[src/rtl/prco_lsu_if.sv]
// prco_lsu bus bundle: request, local memory and response channels.
// master = LSU side, slave = pipeline/memory side.
interface prco_lsu_if;
  logic        i_req_valid;
  logic        q_req_ready;
  logic        i_req_we;
  logic [15:0] i_req_base;
  logic [7:0]  i_req_off;
  logic [15:0] i_req_data;
  logic [2:0]  i_req_rd;
  logic        q_mem_ce;
  logic        q_mem_we;
  logic [15:0] q_mem_addr;
  logic [15:0] q_mem_dina;
  logic [15:0] i_mem_douta;
  logic        q_rsp_valid;
  logic        i_rsp_ready;
  logic [15:0] q_rsp_data;
  logic [2:0]  q_rsp_rd;
  logic        q_rsp_we;
  logic        q_fault;

  modport master (
    input  i_req_valid, i_req_we, i_req_base,
    input  i_req_off, i_req_data, i_req_rd,
    input  i_mem_douta, i_rsp_ready,
    output q_req_ready,
    output q_mem_ce, q_mem_we, q_mem_addr, q_mem_dina,
    output q_rsp_valid, q_rsp_data, q_rsp_rd,
    output q_rsp_we, q_fault
  );

  modport slave (
    output i_req_valid, i_req_we, i_req_base,
    output i_req_off, i_req_data, i_req_rd,
    output i_mem_douta, i_rsp_ready,
    input  q_req_ready,
    input  q_mem_ce, q_mem_we, q_mem_addr, q_mem_dina,
    input  q_rsp_valid, q_rsp_data, q_rsp_rd,
    input  q_rsp_we, q_fault
  );
endinterface

[src/rtl/prco_lsu.sv]
// prco_lsu: one-at-a-time LW/SW unit on the local memory port.
// Bounds-checks the word address and absorbs memory read latency.
module prco_lsu #(
  parameter int P_LMEM_WORDS  = 256,
  parameter int P_MEM_LATENCY = 1
) (
  input logic      i_clk,
  input logic      i_reset,
  prco_lsu_if.master lsu
);

  typedef enum logic [1:0] {
    IDLE, ISSUE, WAIT, RESP
  } state_t;

  localparam logic [16:0] WORDS = 17'(P_LMEM_WORDS);
  localparam logic [3:0]  LAT   = 4'(P_MEM_LATENCY);

  state_t      state, state_nxt;
  logic [15:0] addr;
  logic        in_range;
  logic        accept;
  logic        last;
  logic        req_ready;
  logic        mem_ce;
  logic        rsp_valid;
  logic [3:0]  cnt;
  logic [15:0] mem_addr;
  logic [15:0] mem_dina;
  logic [15:0] rsp_data;
  logic [2:0]  rsp_rd;
  logic        rsp_we;
  logic        fault;

  assign addr = lsu.i_req_base
              + {{8{lsu.i_req_off[7]}}, lsu.i_req_off};
  assign in_range = {1'b0, addr} < WORDS;
  assign accept = lsu.i_req_valid & req_ready;
  assign last = cnt == 4'd1;

  always_ff @(posedge i_clk) begin
    if (i_reset) state <= IDLE;
    else         state <= state_nxt;
  end

  always_comb begin
    state_nxt = state;
    req_ready = 1'b0;
    mem_ce    = 1'b0;
    rsp_valid = 1'b0;
    unique case (state)
      IDLE: begin
        req_ready = ~i_reset;
        if (accept)
          state_nxt = in_range ? ISSUE : RESP;
      end
      ISSUE: begin
        mem_ce    = 1'b1;
        state_nxt = WAIT;
      end
      WAIT: begin
        if (last) state_nxt = RESP;
      end
      RESP: begin
        rsp_valid = 1'b1;
        if (lsu.i_rsp_ready) state_nxt = IDLE;
      end
    endcase
  end

  // Memory-side registers only move for in-range accesses,
  // so the port holds the last issued address and data.
  always_ff @(posedge i_clk) begin
    if (i_reset) begin
      cnt      <= '0;
      mem_addr <= '0;
      mem_dina <= '0;
      rsp_data <= '0;
      rsp_rd   <= '0;
      rsp_we   <= 1'b0;
      fault    <= 1'b0;
    end else begin
      if (accept) begin
        rsp_rd <= lsu.i_req_rd;
        rsp_we <= lsu.i_req_we;
        if (in_range) begin
          mem_addr <= addr;
          mem_dina <= lsu.i_req_data;
          fault    <= 1'b0;
        end else begin
          fault    <= 1'b1;
          rsp_data <= '0;
        end
      end
      if (state == ISSUE) cnt <= LAT;
      if (state == WAIT) begin
        cnt <= cnt - 4'd1;
        if (last)
          rsp_data <= rsp_we ? mem_dina : lsu.i_mem_douta;
      end
    end
  end

  assign lsu.q_req_ready = req_ready;
  assign lsu.q_mem_ce    = mem_ce;
  assign lsu.q_mem_we    = mem_ce & rsp_we;
  assign lsu.q_mem_addr  = mem_addr;
  assign lsu.q_mem_dina  = mem_dina;
  assign lsu.q_rsp_valid = rsp_valid;
  assign lsu.q_rsp_data  = rsp_data;
  assign lsu.q_rsp_rd    = rsp_rd;
  assign lsu.q_rsp_we    = rsp_we;
  assign lsu.q_fault     = fault;

endmodule
[src/flat_wrapper.sv]
// flat-port wrapper written by rule: the top's interface ports become plain ports
module prco_lsu_flat 
#(
  parameter int P_LMEM_WORDS  = 256,
  parameter int P_MEM_LATENCY = 1
)
  (i_clk, i_reset, lsu_i_req_valid, lsu_i_req_we, lsu_i_req_base, lsu_i_req_off, lsu_i_req_data, lsu_i_req_rd, lsu_i_mem_douta, lsu_i_rsp_ready, lsu_q_req_ready, lsu_q_mem_ce, lsu_q_mem_we, lsu_q_mem_addr, lsu_q_mem_dina, lsu_q_rsp_valid, lsu_q_rsp_data, lsu_q_rsp_rd, lsu_q_rsp_we, lsu_q_fault);
  prco_lsu_if lsu_i ();
  input logic i_clk;
  input logic i_reset;
  input wire logic [$bits(lsu_i.i_req_valid)-1:0] lsu_i_req_valid;
  input wire logic [$bits(lsu_i.i_req_we)-1:0] lsu_i_req_we;
  input wire logic [$bits(lsu_i.i_req_base)-1:0] lsu_i_req_base;
  input wire logic [$bits(lsu_i.i_req_off)-1:0] lsu_i_req_off;
  input wire logic [$bits(lsu_i.i_req_data)-1:0] lsu_i_req_data;
  input wire logic [$bits(lsu_i.i_req_rd)-1:0] lsu_i_req_rd;
  input wire logic [$bits(lsu_i.i_mem_douta)-1:0] lsu_i_mem_douta;
  input wire logic [$bits(lsu_i.i_rsp_ready)-1:0] lsu_i_rsp_ready;
  output wire logic [$bits(lsu_i.q_req_ready)-1:0] lsu_q_req_ready;
  output wire logic [$bits(lsu_i.q_mem_ce)-1:0] lsu_q_mem_ce;
  output wire logic [$bits(lsu_i.q_mem_we)-1:0] lsu_q_mem_we;
  output wire logic [$bits(lsu_i.q_mem_addr)-1:0] lsu_q_mem_addr;
  output wire logic [$bits(lsu_i.q_mem_dina)-1:0] lsu_q_mem_dina;
  output wire logic [$bits(lsu_i.q_rsp_valid)-1:0] lsu_q_rsp_valid;
  output wire logic [$bits(lsu_i.q_rsp_data)-1:0] lsu_q_rsp_data;
  output wire logic [$bits(lsu_i.q_rsp_rd)-1:0] lsu_q_rsp_rd;
  output wire logic [$bits(lsu_i.q_rsp_we)-1:0] lsu_q_rsp_we;
  output wire logic [$bits(lsu_i.q_fault)-1:0] lsu_q_fault;
  assign lsu_i.i_req_valid = lsu_i_req_valid;
  assign lsu_i.i_req_we = lsu_i_req_we;
  assign lsu_i.i_req_base = lsu_i_req_base;
  assign lsu_i.i_req_off = lsu_i_req_off;
  assign lsu_i.i_req_data = lsu_i_req_data;
  assign lsu_i.i_req_rd = lsu_i_req_rd;
  assign lsu_i.i_mem_douta = lsu_i_mem_douta;
  assign lsu_i.i_rsp_ready = lsu_i_rsp_ready;
  assign lsu_q_req_ready = lsu_i.q_req_ready;
  assign lsu_q_mem_ce = lsu_i.q_mem_ce;
  assign lsu_q_mem_we = lsu_i.q_mem_we;
  assign lsu_q_mem_addr = lsu_i.q_mem_addr;
  assign lsu_q_mem_dina = lsu_i.q_mem_dina;
  assign lsu_q_rsp_valid = lsu_i.q_rsp_valid;
  assign lsu_q_rsp_data = lsu_i.q_rsp_data;
  assign lsu_q_rsp_rd = lsu_i.q_rsp_rd;
  assign lsu_q_rsp_we = lsu_i.q_rsp_we;
  assign lsu_q_fault = lsu_i.q_fault;
  prco_lsu #(.P_LMEM_WORDS(P_LMEM_WORDS), .P_MEM_LATENCY(P_MEM_LATENCY)) u_core (.i_clk(i_clk), .i_reset(i_reset), .lsu(lsu_i));
endmodule
[config.mk]
export PLATFORM = sky130hd
export DESIGN_NAME = prco_lsu_flat
export DESIGN_NICKNAME = d
export VERILOG_FILES = /design/src/rtl/prco_lsu_if.sv /design/src/rtl/prco_lsu.sv /design/src/flat_wrapper.sv
export SDC_FILE = /design/constraint.sdc
export NUM_CORES = 1
export LEC_CHECK = 0
export CAP_MARGIN = 30
export CELL_PAD_IN_SITES_DETAIL_PLACEMENT = 1
export CELL_PAD_IN_SITES_GLOBAL_PLACEMENT = 1
export CORE_AREA = 2 2 105 107
export DETAILED_ROUTE_END_ITERATION = 7
export DIE_AREA = 0 0 107 109
export GPL_TIMING_DRIVEN = 0
export PLACE_DENSITY = 0.78
export SYNTH_ARGS = -nofsm -noshare
export SYNTH_HDL_FRONTEND = slang
export SYNTH_SLANG_ARGS = --single-unit
[constraint.sdc]
create_clock -name i_clk -period 4.2 [get_ports i_clk]
set_clock_uncertainty 0.05 [all_clocks]
set_input_delay 0.84 -clock i_clk [delete_from_list [all_inputs] [get_ports i_clk]]
set_output_delay 0.84 -clock i_clk [all_outputs]
set_load 0.05 [all_outputs]
After elaboration in Yosys (flattened, before gate mapping)
Index checks and enable logic that the tools add are counted.
W data, S select, Z words.
{"block": "totals", "register_bits": 59, "input_bits": 64, "word_cells": 41}
{"block": "classes", "n_bitwise": 3, "n_addsub": 2, "n_mux": 16, "n_eq_ne": 7, "n_reduce_logical": 4, "order_cmp": 1}
{"op": "$mux W16", "n": 5}
{"op": "$add A16 B16 Y16", "n": 1}
{"op": "$lt A16 B9 Y1 const B", "n": 1}
{"op": "$mux W2", "n": 4}
{"op": "$mux W4", "n": 2}
{"op": "$pmux W2 S4", "n": 1}
{"op": "$eq A2 B2 Y1 const B", "n": 2}
{"op": "$eq A4 B1 Y1 const B", "n": 1}
{"op": "$mux W1", "n": 4}
{"op": "$ne A2 B1 Y1 const B", "n": 2}
{"op": "$sub A4 B1 Y4 const B", "n": 1}
{"op": "$reduce_and A3 Y1", "n": 1}
{"op": "$and A1 B1 Y1", "n": 2}
{"op": "$eq A2 B1 Y1 const B", "n": 1}
{"op": "$logic_not A2 Y1", "n": 1}
{"op": "$ne A2 B2 Y1 const B", "n": 1}
{"op": "$reduce_and A2 Y1", "n": 1}
{"op": "$reduce_bool A2 Y1", "n": 1}
{"op": "$not A1 Y1", "n": 1}

Longest topological paths before layout
Gate-level depths: netlist of the first run.
{"block": "depth", "word_depth": 6, "ltp_mapped": 11, "depth_no_buf": 10}

Least setup slack after synthesis of the first run
OpenSTA, ideal clock, no wires.
{"block": "synth_timing", "path_kind": "in2reg", "from": "input port lsu_i_req_off[0]", "to": "register u_core.mem_addr[6] (netlist: u_core.lsu.q_mem_addr[6])", "arrival_time_ps": 3736, "required_ps": 4076, "n_path_buf": 0, "path_stages": 10, "setup_slack_ps": 340, "cell_sequence": "ha_1 > fa_1 > a21o_1 > a31o_1 > a21oi_2 > mux2i_1 > or4b_4 > or4_4 > or4_1 > o21ai_0"}
{"block": "synth_via", "elab_chain_cells": 3}
{"element": "from (decl)", "line": "flat_wrapper.sv:14", "rtl": "input wire logic [$bits(lsu_i.i_req_off)-1:0] lsu_i_req_off;"}
{"element": "$add A16 B16 Y16 *", "line": "prco_lsu.sv:36", "rtl": "+ {{8{lsu.i_req_off[7]}}, lsu.i_req_off};"}
{"element": "$lt A16 B9 Y1", "line": "prco_lsu.sv:37", "rtl": "assign in_range = {1'b0, addr} < WORDS;"}
{"element": "$reduce_and A2 Y1 (no line)"}
{"element": "to (signal assigned)", "line": "prco_lsu.sv:87", "rtl": "mem_addr <= addr;"}
{"element": "to (decl)", "line": "prco_lsu.sv:28", "rtl": "logic [15:0] mem_addr;"}
Every way passes the cells marked *; elsewhere a longest branch is shown, timed or not.
A chain may end at the register's enable or synchronous reset.

Final worst setup path of the first run
Same ends and word-level chain as after synthesis.

==> flow_summary_export.csv, run 1 <==
group,metric,value,unit
status,status,"finished, final reports clean",
clock_network,clkTransAtPathRegs,0.05,ns
routing,final_antenna_net_count,0,
layout,drive_gt1_frac,0.05915,
critical_path,r2r_start,"u_core.lsu.q_rsp_we",
critical_path,cp_max_fo,6,
critical_path,r2r_cells,6,
clock_network,cts_max_path_buffers,2,
power_and_ir_drop,max-vdd-ir-drop,0.0001523,V
critical_path,r2r-end,"u_core.lsu.q_rsp_data[0]",
yosys,syn_nets,491,
yosys,ys_async_sr_fraction,0,
routing,via_count,3456,
routing,routed_wl,10980,um
routing,avgViaCountPerCell,5.075,
timing,fmax,246.2,MHz
placed_design,numPortBuffers,120,
die,fp.dieH,109,um
clock_network,clkLatencyLatePin,0.34,ns
min_path,worstHoldStart,"u_core.lsu.q_mem_addr[14]",
placed_design,dp_slack,-0.8249,ns
timing,holdWs,0.4191,ns
grt,grt.overflow.total,0,
routing,drc,0,
grt,antenna_found_initial,0,
die,ioPinCount,121,
layout,fillCellCount,1279,
yosys,synth_top_area_share,0.3573,
die,core.rowCount,38,
layout,seq_area,0.001181,mm^2
run,maxCapViolCount,0,
yosys,yosys_warnings,0,
critical_path,worstPathArrival,4.27,ns
min_path,whs_path_depth,1,
clock_network,cts.sinks,59,
grt,grt_max_degree,11,
timing,fin_setup_tns,0,ns
layout,area_growth,47.80,%
timing,hold_viol,0,
routing,first_pass_iters,4,
yosys,synth.area.top_cells,"dfxtp_1, ha_1, a21oi_1",
layout,nets,627,
power_and_ir_drop,power_density,352.6,mW/mm^2
timing,setup_violations,0,
clock_network,cts_root_buffer,"clkbuf_8",
yosys,syn_area_per_cell,8.182,um^2
placed_design,gp_congestion,0.8209,
timing,fin_crit,4.062,ns
timing,slew_viol_final,0,
die,start_util,0.3118,
yosys,ys_seq_elements,59,
critical_path,rrSetupSlack,1.88,ns
grt,grt_pass1_vias,3516,
yosys,synth.distinct_cells,47,
clock_network,ctsHtreeMaxLevel,3,
yosys,seq_area_frac_synth,0.3573,
layout,stdcell_count,681,
yosys,synth-edff-count,0,
die,die-area,0.01166,mm^2
clock_network,cts_made_buffers,9,
yosys,synth_area,0.003306,mm^2
grt,grt_pass1_wl,17390,um
routing,wire_per_inst,16.12,um
power_and_ir_drop,leakage,1.777,nW
routing,drt_iter0_drc,116,
timing,fin_crit_sh,0.9670,
timing,tightest_slew,0.9609,ns
critical_path,critPathRequiredTime,4.41,ns
power_and_ir_drop,totalPowerFinal,0.001723,W
critical_path,start_kind,"input port",
timing,worst_slack,0.1384,ns
layout,n_antenna_cell,0,
critical_path,cp-startpoint,"lsu_i_req_off[0]",
min_path,min_to,"u_core.lsu.q_mem_addr[14]",
grt,grtUsageTotal,0.1897,
timing,relSlewSlack,0.3513,
die,fp.coreArea,0.01060,mm^2
clock_network,cts_tree,"done",
placed_design,dp_hpwl,8798,um
layout,multi_input_area,0.002003,mm^2
yosys,synth_top_cell_by_area,"dfxtp_1",
yosys,synthCells,404,
critical_path,crit_type,"input port to register",
yosys,synth_most_common_cell,"dfxtp_1",
min_path,hold_path.class,"register to register",
critical_path,crit_path_end_kind,"register",
yosys,yosys-top-cells-count,"dfxtp_1, nor2_1, a21oi_1, o21ai_0, nand3_1",
yosys,ys.flop_type,"dfxtp_1",
timing,rsz0062_at_grt,"false",
die,die_x,107,um
placed_design,placed_cells,664,
==> cell usage in the layout (no fill, tap or decap), types with 4 or more instances in the layout <==
master / instances
nor2_1: 47
o21ai_0: 34
inv_1: 10
mux2i_1: 19
ha_1: 22
nand3_1: 28
a211oi_1: 4
dfxtp_1: 59
a21oi_1: 40
nand2b_1: 6
nand2_1: 23
o21bai_1: 4
clkbuf_8: 9
nor3b_1: 9
buf_4: 4
clkbuf_1: 21
a31oi_1: 16
clkdlybuf4s50_1: 119
a21o_1: 6
xnor2_1: 5
==> per-layer routing <==
layer  track usage  wire [um]  up-vias
li1              -          -     1732
met1        0.2251       4808     1630
met2        0.3417       5539       85
met3       0.02929        472        9
met4       0.07792        161        0
met5             0          0        -
==> layout make-up <==
type | count | share of cell area
repair buffers | 125 | 0.2517
well taps | 140 | 0.03585
clock buffers | 11 | 0.02689
flip-flops and latches | 59 | 0.2417
plain buffers | 26 | 0.02510
inverters | 10 | 0.007682
multi-input cells | 309 | 0.4100
clock inverters | 1 | 0.001024
==> power breakdown <==
| part | total [W] | internal [W] | switching, W | leakage, nW |
|---|---|---|---|---|
| logic | 0.000697 | 0.000271 | 0.000426 | 1.23 |
| registers | 0.000628 | 0.000600 | 0.0000283 | 0.477 |
| clock network | 0.000398 | 0.000200 | 0.000198 | 0.0710 |
| total | 0.00172 | 0.00107 | 0.000652 | 1.78 |
==> critical path, cell delays in order <==
cell and delay (ns):
clkdlybuf4s50_1 0.40, ha_1 0.25, fa_2 0.37, a21o_1 0.23, a31o_1 0.26, a21oi_2 0.17, mux2i_1 0.09, or4b_4 0.59
or4_4 0.48, or4_1 0.50, o21ai_0 0.09
==> worst max path at each step <==
| stage | to | slack, ns | cells past startpoint |
|---|---|---|---|
| after floorplan | u_core.lsu.q_mem_addr[6] | 0.34 | 10 |
| after global placement | u_core.lsu.q_rsp_data[0] | -0.75 | 12 |
| after detailed placement | u_core.lsu.q_rsp_data[14] | -0.82 | 12 |
| after CTS | u_core.lsu.q_mem_addr[6] | 0.05 | 11 |
| after global routing | u_core.lsu.q_mem_addr[5] | 0.04 | 12 |
| final | u_core.lsu.q_mem_addr[6] | 0.14 | 11 |
==> state kept, by name, indices dropped and copies added (netlist names) <==
register	cells
u_core.cnt	4
u_core.lsu.q_fault	1
u_core.lsu.q_mem_addr	16
u_core.lsu.q_mem_dina	16
u_core.lsu.q_rsp_data	16
u_core.lsu.q_rsp_rd	3
u_core.lsu.q_rsp_we	1
u_core.state	2
==> logic make-up after synthesis <==
group           Yosys count  synth area share
buf+inv                  36           0.04618
compound gates          127            0.2317
flops                    59            0.3573
fa+ha+maj                23           0.08933
xor+xnor                  7           0.01855
simple gates            133            0.1995
mux                      19           0.05753
==> per-stage QoR <==
step | util | cell area, um^2
finish | 0.4608 | 4886
global route | 0.4608 | 4886
CTS | 0.4573 | 4848
detailed placement | 0.4416 | 4682
global placement | 0.4416 | 4682
floorplan | - | 3306
==> what timing repair did <==
action                     CTS  global route
resized for setup            9             9
setup buffers                0             4
pin swaps                    1             2
hold buffers                 0             0
setup endpoints to repair   50            40
No activity file was read; power rests on OpenSTA's default activity.
==> run 2, diff against run 1 <==
SETUP_SLACK_MARGIN = 0.2   (was not set)
==> run 2 against run 1 <==
Clock power hardly changed; final area is 1.8% higher; final cell count is 0.73% higher; register-to-register slack about the same; critical path type unchanged; fmax increased by 2.2%; combinational power is 2% higher.
==> flow_summary_export.csv, run 2 (same netlist as run 1, synthesis figures left out) <==
group,metric,value,unit
critical_path,worstPathArrival,4.19,ns
grt,grt_pass1_vias,3523,
routing,first_pass_iters,4,
timing,tightest_slew,0.8701,ns
grt,grtUsageTotal,0.1907,
clock_network,ctsHtreeMaxLevel,3,
clock_network,clkTransAtPathRegs,0.06,ns
power_and_ir_drop,power_density,349.6,mW/mm^2
routing,final_antenna_net_count,0,
clock_network,cts_tree,"done",
die,ioPinCount,121,
layout,fillCellCount,1277,
run,maxCapViolCount,0,
die,core.rowCount,38,
placed_design,gp_congestion,0.8209,
die,die-area,0.01166,mm^2
layout,area_growth,50.45,%
timing,rsz0062_at_grt,"true",
layout,seq_area,0.001181,mm^2
layout,final_common_cell,"clkdlybuf4s50_1",
routing,drc,0,
routing,wire_per_inst,16.24,um
critical_path,critPathRequiredTime,4.42,ns
layout,n_antenna_cell,0,
grt,antenna_found_initial,0,
routing,via_count,3491,
grt,grt_pass1_wl,17470,um
critical_path,crit_type,"input port to register",
critical_path,rrSetupSlack,1.87,ns
layout,final_cell_mix,"clkdlybuf4s50_1, dfxtp_1, nor2_1, a21oi_1, nand3_1",
status,status,"finished, final reports clean",
critical_path,cp_max_fo,6,
min_path,hold_path.class,"register to register",
clock_network,hold_buffers,0,
routing,routed_wl,11140,um
critical_path,start_kind,"input port",
clock_network,cts_root_buffer,"clkbuf_8",
die,start_util,0.3118,
clock_network,cts.sinks,59,
clock_network,clkLatencyLatePin,0.34,ns
timing,hold_viol,0,
timing,relSlewSlack,0.4108,
die,fp.dieH,109,um
timing,setup_violations,0,
power_and_ir_drop,leakage,1.834,nW
layout,nets,632,
placed_design,dp_hpwl,8798,um
placed_design,dp_slack,-0.8249,ns
timing,slew_viol_final,0,
routing,avgViaCountPerCell,5.089,
timing,fin_crit_sh,0.9463,
grt,grt_max_degree,11,
routing,drt_iter0_drc,135,
die,fp.coreArea,0.01060,mm^2
layout,multi_input_area,0.002032,mm^2
clock_network,cts_max_path_buffers,2,
timing,holdWs,0.4191,ns
layout,drive_gt1_frac,0.08059,
timing,fin_crit,3.974,ns
placed_design,numPortBuffers,120,
clock_network,cts_made_buffers,9,
die,die_x,107,um
timing,fmax,251.6,MHz
critical_path,crit_path_end_kind,"register",
timing,worst_slack,0.2256,ns
power_and_ir_drop,max-vdd-ir-drop,0.0001552,V
grt,grt.overflow.total,0,
==> run 2: final cells by class <==
cell class | count | area share
Timing Repair Buffer | 130 | 0.2579
Clock inverter | 1 | 0.001006
Clock buffer | 11 | 0.02642
Inverter | 10 | 0.007547
Multi-Input combinational cell | 309 | 0.4086
Buffer | 26 | 0.02591
Sequential cell | 59 | 0.2375
Tap cell | 140 | 0.03522
==> run 2: what timing repair did <==
action / CTS / global route
buffers inserted: 1 / 9
endpoints found under the setup margin: 50 / 30
hold endpoints to repair: 0 / 0
pin swaps: 4 / 11
gates resized for setup: 18 / 20
==> run 2: worst paths after layout <==
path                            depth (start not counted)                 startpoint                   endpoint
worst min register to register                          1  u_core.lsu.q_mem_addr[14]  u_core.lsu.q_mem_addr[14]
worst max-delay path                                   10          lsu_i_req_base[8]   u_core.lsu.q_mem_addr[6]
worst max register to register                          6        u_core.lsu.q_rsp_we   u_core.lsu.q_rsp_data[0]
worst min-delay path                                    1  u_core.lsu.q_mem_addr[14]  u_core.lsu.q_mem_addr[14]
==> run 2: per-layer routing <==
metal,wire (um),vias to the layer above,global-route usage
li1,-,1742,-
met1,4867,1649,0.2258
met2,5609,90,0.3430
met3,538,10,0.03825
met4,129,0,0.06679
met5,0,-,0
==> run 2: report_power, final <==
group | internal [W] | switching, W | leakage [nW]
Sequential | 0.000600 | 0.0000282 | 0.477
Clock | 0.000200 | 0.000202 | 0.0710
Combinational | 0.000279 | 0.000431 | 1.29
Total | 0.00108 | 0.000661 | 1.83
==> run 2: critical path, stage by stage <==
cell,delay (ns)
clkdlybuf4s50_1,0.40
ha_1,0.35
a21o_1,0.22
a21oi_1,0.29
o21bai_1,0.12
a2bb2o_1,0.29
or4b_4,0.52
or4_4,0.57
or4_4,0.50
o21ai_1,0.08
==> run 2: through the flow <==
stage | std cells | cell area (um^2) | utilization | power, W | TNS (ns)
final | 686 | 4974 | 0.4691 | 0.001739 | 0
after global routing | 686 | 4974 | 0.4691 | 0.001843 | 0
after CTS | 677 | 4880 | 0.4602 | 0.001744 | 0
after detailed placement | 664 | 4682 | 0.4416 | 0.001324 | -32.57
after global placement | 664 | 4682 | 0.4416 | 0.001298 | -28.85
after floorplan | 404 | 3306 | - | 0.001086 | 0
==> run 3, diff against run 2 <==
ABC_AREA = 1   (was not set)
CORE_AREA = 2 2 111 113   (was 2 2 105 107)
DIE_AREA = 0 0 113 115   (was 0 0 107 109)
PLACE_DENSITY = 0.8   (was 0.78)
==> run 3 against run 2 <==
The run now ends with design-rule violations left; synthesized cell count is 45% higher; fmax is 19% higher; hold slack worse by 0.027 ns; worst setup slack better by 0.64 ns; routed wire length grew 14%; die area up 11%; area after synthesis rose by 13%; sequential share of layout area fell by 2.0 points; global-route usage up 0.66 points; sequential power about the same; utilization decreased by 0.89 points; largest cell class unchanged.
==> flow_summary_export.csv, run 3 <==
group,metric,value,unit
status,status,"complete, but fails checks",
status,violations,"design-rule violations",
clock_network,clkLatencyLatePin,0.33,ns
routing,via_count,4010,
power_and_ir_drop,p_switching,0.0007231,W
critical_path,crit_path_end_kind,"register",
layout,drive_gt1_frac,0.06944,
clock_network,cts-resized-gates,0,
clock_network,cts_tree,"done",
layout,nets,802,
layout,final_common_cell,"nand2_1",
grt,grt_pass1_vias,4279,
clock_network,ctsHtreeMaxLevel,3,
routing,routed_wl,12720,um
die,ioPinCount,121,
timing,rsz0062_at_grt,"false",
layout,final_cell_mix,"nand2_1, clkdlybuf4s50_1, inv_1, nor2_1, dfxtp_1",
timing,hold_viol,0,
critical_path,worstPathArrival,3.50,ns
power_and_ir_drop,max-vdd-ir-drop,0.0001744,V
layout,stdcell_count,867,
critical_path,crit_type,"input port to register",
timing,fin_crit_sh,0.7930,
die,fp.dieH,115,um
critical_path,r2r_cells,7,
yosys,syn_area_per_cell,6.372,um^2
power_and_ir_drop,leakage,2.626,nW
routing,top_layer_used,"met4",
min_path,worstHoldStart,"u_core.lsu.q_mem_addr[15]",
critical_path,start_kind,"input port",
layout,area_growth,46.07,%
yosys,yosys-top-cells-count,"nand2_1, inv_1, nor2_1, dfxtp_1, ha_1",
grt,grt_max_degree,11,
timing,relSlewSlack,0.5600,
timing,slew_viol_final,0,
yosys,ys_async_sr_fraction,0,
layout,fillCellCount,1523,
power_and_ir_drop,power_density,391.2,mW/mm^2
die,start_util,0.3150,
placed_design,gp_congestion,0.8315,
die,fp.coreArea,0.01181,mm^2
grt,grt_pass1_wl,20360,um
clock_network,clkTransAtPathRegs,0.05,ns
grt,antenna_found_initial,0,
clock_network,cts_max_path_buffers,2,
clock_network,hold_buffers,0,
min_path,whs_path_depth,2,
yosys,ys_seq_elements,59,
yosys,synth_most_common_cell,"nand2_1",
critical_path,rrSetupSlack,2.02,ns
yosys,synth_top_area_share,0.3174,
timing,fin_crit,3.330,ns
routing,wl_met1,5487,um
timing,fmax,300.3,MHz
routing,avgViaCountPerCell,4.625,
timing,fin_setup_tns,0,ns
routing,wire_per_inst,14.67,um
routing,drt_iter0_drc,185,
yosys,seq_area_frac_synth,0.3174,
placed_design,placed_cells,851,
critical_path,cp_max_fo,10,
die,die-area,0.01300,mm^2
yosys,synth.area.top_cells,"dfxtp_1, nand2_1, inv_1",
run,maxCapViolCount,0,
timing,setup_violations,0,
die,die_x,113,um
clock_network,cts.sinks,59,
yosys,yosys_warnings,0,
min_path,hold_path.class,"register to register",
yosys,synth-edff-count,0,
yosys,synthCells,584,
power_and_ir_drop,power_frac_clock,0.384,
critical_path,r2r-end,"u_core.lsu.q_rsp_data[12]",
power_and_ir_drop,p_comb_frac,0.321,
routing,drc,8,
clock_network,post_cts_buffers,0,
yosys,synth.distinct_cells,33,
placed_design,dp_hpwl,10320,um
power_and_ir_drop,cellInternalPower,0.001403,W
routing,final_antenna_net_count,0,
clock_network,cts_root_buffer,"clkbuf_16",
routing,dr_wl_met3,448,um
layout,n_antenna_cell,0,
yosys,synth_area,0.003721,mm^2
yosys,syn_nets,671,
placed_design,numPortBuffers,120,
critical_path,critPathRequiredTime,4.37,ns
routing,dr_wl_met2,6450,um
grt,grt.overflow.total,0,
die,core.rowCount,40,
timing,tightest_slew,0.6600,ns
clock_network,cts_made_buffers,9,
routing,first_pass_iters,6,
yosys,synth_top_cell_by_area,"dfxtp_1",
yosys,ys.flop_type,"dfxtp_1",
min_path,min_to,"u_core.lsu.q_mem_addr[15]",
critical_path,r2r_start,"u_core.state[0]",
power_and_ir_drop,netSwitchingFraction,0.3401,
power_and_ir_drop,p_seq_frac,0.295,
grt,grtUsageTotal,0.1973,
run 3: changes by cell type after synthesis, moves of 15 or more:
| cell | change |
|---|---|
| nand2_1 | +184 |
| o21ai_0 | -18 |
| a21oi_1 | -23 |
| a31oi_1 | -15 |
| mux2i_1 | -19 |
| inv_1 | +84 |
| nor2_1 | +19 |
run 3: power by group through the flow:
stage	registers, W	clock network [W]	logic, W
6_report	0.000627	0.000817	0.000683
5_1_grt	0.000631	0.000856	0.000751
4_1_cts	0.000627	0.000829	0.000687
3_5_place_dp	0.000639	0	0.000676
3_3_place_gp	0.000636	0	0.000644
2_1_floorplan	0.000707	0	0.000374
run 3: layout make-up:
class	count	area, um^2	area share
Tap cell	147	183.9	0.03384
Sequential cell	59	1181	0.2173
Buffer	19	112.6	0.02072
Inverter	95	356.6	0.06561
Clock inverter	4	72.57	0.01335
Multi-Input combinational cell	411	2071	0.3810
Clock buffer	12	256.5	0.04719
Timing Repair Buffer	120	1201	0.2210
run 3: how the worst max path moves through the flow:
stage	from	endpoint	slack, ns	depth (start not counted)
6_report	lsu_i_req_off[7]	u_core.lsu.q_mem_dina[13]	0.87	14
3_5_place_dp	lsu_i_req_off[7]	u_core.lsu.q_mem_dina[3]	0.51	14
2_1_floorplan	lsu_i_req_off[0]	u_core.lsu.q_rsp_data[0]	1.45	14
3_3_place_gp	lsu_i_req_off[7]	u_core.lsu.q_mem_dina[5]	0.56	14
4_1_cts	lsu_i_req_off[7]	u_core.lsu.q_mem_dina[13]	0.83	14
5_1_grt	lsu_i_req_off[7]	u_core.lsu.q_mem_dina[3]	0.60	15
run 3: worst max-delay path, stage by stage:
cell             delay (ns)
clkdlybuf4s50_1        0.60
ha_1                   0.51
nand2_1                0.13
nor2_1                 0.25
nand3_1                0.16
nand3_1                0.10
nand2_1                0.05
nand2_1                0.07
nand2_1                0.09
nor2_4                 0.16
nand3_4                0.13
buf_2                  0.22
nor2_1                 0.13
nor2_1                 0.06
run 3: routing by layer:
metal / up-vias / GRT usage
met2: 78 / 0.3625
met1: 1884 / 0.2332
li1: 2027 / -
met4: 0 / 0.06341
met5: - / 0
met3: 21 / 0.03532
run 3: cell families (layout without fill, tap and decap cells):
kind of cell	Yosys count	count (layout)	share of synthesized area
adder cells (fa/ha/maj)	23	23	0.07935
AND/OR/NAND/NOR	331	331	0.3813
AO/OA/AOI/OAI	49	49	0.07700
XOR/XNOR	8	8	0.01883
flip-flops	59	59	0.3174
buffers and inverters	114	250	0.1261
run 3: stage by stage:
stage	instance area, um^2	total power [W]	worst slack (ns)	hold WS [ns]	util
global placement	5106	0.001279	0.5591	0.3774	0.4323
floorplan	3721	0.001081	1.449	0.3941	-
detailed placement	5106	0.001316	0.5110	0.3836	0.4323
CTS	5435	0.002144	0.8296	0.3956	0.4602
finish	5435	0.002127	0.8696	0.3918	0.4602
global route	5435	0.002239	0.6045	0.4156	0.4602
